===== src/rtl/multiplexer_pkg.sv =====
// Shared arbitration types and helpers for the arbitrated multiplexer.
package multiplexer_pkg;

    typedef enum logic {
        FIXED_PRIORITY = 1'b0,
        ROUND_ROBIN    = 1'b1
    } arb_mode_t;

    // Explicit wrap so non-power-of-two channel counts index correctly.
    function automatic int nextIndex(input int index, input int n);
        return (index >= n - 1) ? 0 : index + 1;
    endfunction

endpackage


===== src/rtl/round_robin_arbiter.sv =====
// One-hot arbiter with fixed-priority or rotating search; the grant is combinational.
// The rotation pointer advances to the channel after the winner, and only on a grant.
module round_robin_arbiter
    import multiplexer_pkg::*;
#(
    parameter int        N    = 4,
    parameter arb_mode_t MODE = ROUND_ROBIN,
    parameter int        W    = $clog2(N)
) (
    input  logic         clock,
    input  logic         reset,
    input  logic [N-1:0] request,
    input  logic         enable,
    output logic [N-1:0] grant,
    output logic [W-1:0] grantIndex
);

    logic [W-1:0] pointer;
    logic [W:0]   sum;
    logic [W-1:0] idx;
    logic         found;

    always_comb begin
        grant      = '0;
        grantIndex = '0;
        found      = 1'b0;
        sum        = '0;
        idx        = '0;
        for (int k = 0; k < N; k++) begin
            // Fixed priority is just a search that always starts at channel 0.
            sum = (MODE == ROUND_ROBIN) ? ({1'b0, pointer} + (W+1)'(k)) : (W+1)'(k);
            if (sum >= (W+1)'(N)) begin
                sum = sum - (W+1)'(N);
            end
            idx = sum[W-1:0];
            if (enable && !found && request[idx]) begin
                found      = 1'b1;
                grant[idx] = 1'b1;
                grantIndex = idx;
            end
        end
    end

    always_ff @(posedge clock or posedge reset) begin
        if (reset) begin
            pointer <= '0;
        end else if (MODE == ROUND_ROBIN && found) begin
            pointer <= W'(nextIndex(int'(grantIndex), N));
        end
    end

endmodule


===== src/rtl/arbitrated_multiplexer.sv =====
// N-to-1 valid/ready mux with built-in arbiter and one registered output stage (1-cycle latency).
// A stalled output (valid && !ready) blocks every input; drain and new grant overlap for full throughput.
module arbitrated_multiplexer #(
    parameter type PORT_TYPE           = logic [0:0],
    parameter int  NUMBER_OF_INPUTS    = 4,
    parameter int  SELECT_SIGNAL_WIDTH = $clog2(NUMBER_OF_INPUTS),
    parameter bit  ROUND_ROBIN         = 1'b1
) (
    input  logic                           clock,
    input  logic                           reset,
    input  PORT_TYPE                       inputSignals [NUMBER_OF_INPUTS],
    input  logic [NUMBER_OF_INPUTS-1:0]    inputValid,
    output logic [NUMBER_OF_INPUTS-1:0]    inputReady,
    output PORT_TYPE                       outputSignal,
    output logic [SELECT_SIGNAL_WIDTH-1:0] outputSelect,
    output logic                           outputValid,
    input  logic                           outputReady
);
    import multiplexer_pkg::*;

    localparam arb_mode_t MODE = ROUND_ROBIN ? multiplexer_pkg::ROUND_ROBIN
                                             : multiplexer_pkg::FIXED_PRIORITY;

    logic                           can_accept;
    logic                           enable;
    logic [NUMBER_OF_INPUTS-1:0]    grant;
    logic [SELECT_SIGNAL_WIDTH-1:0] grant_index;

    assign can_accept = !outputValid || outputReady;
    // Gating with reset keeps every inputReady low while reset is held.
    assign enable     = can_accept && !reset;
    assign inputReady = grant;

    round_robin_arbiter #(
        .N    (NUMBER_OF_INPUTS),
        .MODE (MODE),
        .W    (SELECT_SIGNAL_WIDTH)
    ) u_arbiter (
        .clock      (clock),
        .reset      (reset),
        .request    (inputValid),
        .enable     (enable),
        .grant      (grant),
        .grantIndex (grant_index)
    );

    always_ff @(posedge clock or posedge reset) begin
        if (reset) begin
            outputValid  <= 1'b0;
            outputSignal <= '0;
            outputSelect <= '0;
        end else if (|grant) begin
            outputValid  <= 1'b1;
            outputSignal <= inputSignals[grant_index];
            outputSelect <= grant_index;
        end else if (outputReady) begin
            outputValid  <= 1'b0;
        end
    end

endmodule


===== config.mk =====
export PLATFORM = sky130hd
export DESIGN_NAME = arbitrated_multiplexer
export DESIGN_NICKNAME = d
export VERILOG_FILES = /design/src/rtl/multiplexer_pkg.sv /design/src/rtl/round_robin_arbiter.sv /design/src/rtl/arbitrated_multiplexer.sv
export SDC_FILE = /design/constraint.sdc
export NUM_CORES = 1
export LEC_CHECK = 0
export CAP_MARGIN = 40
export CORE_MARGIN = 4
export CORE_UTILIZATION = 41
export DETAILED_ROUTE_END_ITERATION = 6
export PLACE_DENSITY = 0.74
export SLEW_MARGIN = 40
export SYNTH_ARGS = -nofsm -noshare
export SYNTH_HDL_FRONTEND = slang
export SYNTH_SLANG_ARGS = --single-unit

===== constraint.sdc =====
create_clock -name clock -period 2.8 [get_ports clock]
set_input_delay 0.56 -clock clock [delete_from_list [all_inputs] [get_ports clock]]
set_output_delay 0.56 -clock clock [all_outputs]
set_load 0.01 [all_outputs]

==> key figures <==
Detailed routing
  – Drt drc: 0
  – Post-Route WL: 2.620 mm
  – Drt first pass iters: 4
  – Antenna-violating nets left: 0
  – First DRT Iteration DRCs: 29
  – Routed wire per std cell: 16.58 µm
  – Vias per cell: 5.513
  – Total vias in the final route: 871

Power
  – Power, Total: 1622 µW
  – Switching share of power: 43.27%
  – P_sw: 702.0 µW
  – Leakage: 0.0006109 µW
  – Flop pwr share: 10.1%
  – Maximum VDD drop: 638.2 µV
  – Cell internal pwr: 920.4 µW
  – Logic gate share of total power: 84.6%
  – PwrDens: 1219 nW/µm²
  – Clock share of power: 5.2%

Cells and area
  – Final Cell Area: 1331 µm²
  – Nets: 154
  – N_diodes: 0
  – Layout area overhead: 62.44%
  – Fin util: 73.89%
  – Share of layout cells above drive strength 1: 55.64%

Timing
  – F_max: 354.5 MHz
  – Final min period: 2.821 ns
  – Max-slew violation count: 0
  – Tightest Pin Transition: 0.4236 ns
  – Final hold violation count: 0
  – Hold WS: 0.5231 ns
  – RSZ-0062 raised after global routing: true
  – Post-route clock period utilization: 100.8%
  – Final worst slack: -0.02119 ns
  – Final setup fails: 1
  – Clock Skew: 0.004644 ns
  – Slew HR: 71.03%

Placement
  – Port buffer count: 18
  – Setup WS pre-CTS: -0.6704 ns
  – DP Area: 1214 µm²
  – Detailed placement HPWL: 1.870 mm
  – Routability congestion estimate: 0.8390

Floorplan
  – Initial Util: 45.49%
  – IO Count: 19
  – Die W: 52.71 µm
  – Num rows: 15
  – Die area: 2778 µm²
  – Core Region: 1802 µm²
  – Die span in y: 52.71 µm

Logic synthesis
  – Syn_nets: 98
  – Sequential element share of the synthesized area: 18.32%
  – Post-synth EDFFs: 0
  – Area contributors post-synth: dfrtp_1, ha_1, mux4_2
  – Primary FF master, synth: dfrtp_1
  – Synth Cell Area: 819.5 µm²
  – Synth top area share: 18.32%
  – Async set-reset flop share out of synthesis: 100.0%
  – Synth area leader: dfrtp_1
  – Flop and latch count out of synthesis: 6
  – Synth Warn #: 0
  – Syn Area/Cell: 10.37 µm²
  – Post-synthesis instance total: 79
  – Synth unique cells: 34

Clock network
  – CTS tree: yes
  – CTS Buf Count: 3
  – CTS max path bufs: 2
  – Clk sinks: 6
  – Root Buffer: clkbuf_4
  – Htree depth: 1
  – CTS clk-pin slew, worst paths: 0.05 ns
  – Clock Latency Late Sink: 0.25 ns
  – Hold_buf cts: 0

Run status
  – Failing checks: negative setup slack
  – Status: complete, but fails checks

Setup path
  – CP startpoint kind: register
  – Worst R2R Setup Slack: 0.01 ns
  – Critical Path AT: 2.26 ns
  – WS Path Type: reg2out
  – Worst EP required: 2.24 ns
  – Setup crit end kind: output port
  – CP Max Fanout: 3

GRT
  – Met1 usage: 22.43%
  – Number of global-route vias before repair: 959
  – Initial antenna violation count: 0
  – Layer with the highest usage: met2
  – GRT overflow: 0
  – First-pass GRT wire length: 4.264 mm
  – Largest net degree at the start of global routing: 12
  – Met2 GRT Util: 40.29%
  – Overall Global Routing Usage: 20.99%
  – Met3 Usage GRT: 3.134%

Min path
  – Hold Crit Class: reg2reg

Job
  – Max Cap Viol: 0
[metal layers]
layer	part of all wire, %	vias up
met5	0	-
met4	0.84	0
met3	4.8	2
met2	55	33
met1	40	425
li1	-	411
[final timing paths]
path / from / endpoint / depth (start not counted)
max: u_arbiter.pointer[0]$_DFFE_PP0P_ / inputReady[1] / 9
min: outputSelect[1]$_DFFE_PP0P_ / outputSelect[1]$_DFFE_PP0P_ / 1
max reg2reg: u_arbiter.pointer[0]$_DFFE_PP0P_ / outputSignal$_DFFE_PP0P_ / 13
min reg2reg: outputSelect[1]$_DFFE_PP0P_ / outputSelect[1]$_DFFE_PP0P_ / 1
max in group asynchronous: reset / u_arbiter.pointer[0]$_DFFE_PP0P_ / 3
min in group asynchronous: reset / outputSelect[0]$_DFFE_PP0P_ / 3
[cells in the mapped netlist, types with 2 or more instances]
cell / count
mux2i_1: 5
mux4_2: 4
dfrtp_1: 6
nor2_1: 4
a22oi_1: 9
ha_1: 8
nand2_1: 4
o21ai_2: 4
nor2b_1: 3
a21oi_1: 2
inv_1: 3
nor4_4: 2
o21ai_0: 3
mux2_4: 2
[cells in the final DEF (no fill, tap or decap), drive strengths merged, types with 3 or more instances in the layout]
cell / count
ha: 8
a22oi: 9
mux2: 3
nor2: 4
mux2i: 5
inv: 3
nor2b: 4
clkdlybuf4s50: 10
clkbuf: 3
buf: 45
o21ai: 7
nand2: 4
mux4: 4
dfrtp: 6
[power groups by stage]
stage	registers [µW]	clock network, µW	logic (µW)
finish	165	85.1	1370
CTS	162	82.4	1310
floorplan	171	0	700
detailed placement	159	0	1170
global route	166	92.3	1470
global placement	154	0	1140
[critical path, cell delays in order, from the launching register on]
cell and delay (ns):
dfrtp_2 0.44, buf_6 0.14, buf_6 0.11, mux4_2 0.33, nor4_4 0.31, nor2b_4 0.23, buf_6 0.12, a22oi_2 0.07
o21ai_2 0.09, buf_2 0.17
[per-stage QoR]
step / setup TNS (ns) / std cells
2_1_floorplan: 0 / 79
3_3_place_gp: -3.817 / 146
3_5_place_dp: -4.340 / 146
4_1_cts: 0 / 155
5_1_grt: -0.7760 / 158
6_report: -0.02119 / 158
[registers in the layout, indices dropped and copies added (netlist names)]
name	cells
outputSelect	2
outputSignal	1
outputValid	1
u_arbiter.pointer	2
[cells by family (layout without fill, tap and decap cells)]
family                     Yosys count  in the layout  share of synthesized area, %
AOI/OAI and AO/OA                   25             25                         23.82
and+or+nand+nor                     20             20                         17.71
muxes                               12             12                         22.14
adders and majority gates            8              8                         12.21
buffers and inverters                7             61                         4.732
DFF                                  6              6                         18.32
xor gates and xnor gates             1              1                         1.069
[cell type report]
| class | count | area, µm² |
|---|---|---|
| Fill cell | 137 | 470.5 |
| Tap cell | 25 | 31.28 |
| Clock buffer | 3 | 22.52 |
| Sequential cell | 6 | 151.4 |
| Timing Repair Buffer | 55 | 440.4 |
| Inverter | 3 | 11.26 |
| Multi-Input combinational cell | 66 | 674.4 |
[what timing repair did]
item | in CTS | in global routing
setup buffers | 6 | 3
gates cloned | 0 | 0
gates resized for setup | 45 | 3
pin swaps | 4 | 1
endpoints found under the setup margin | 7 | 7
(Power assumes the default switching activity.)
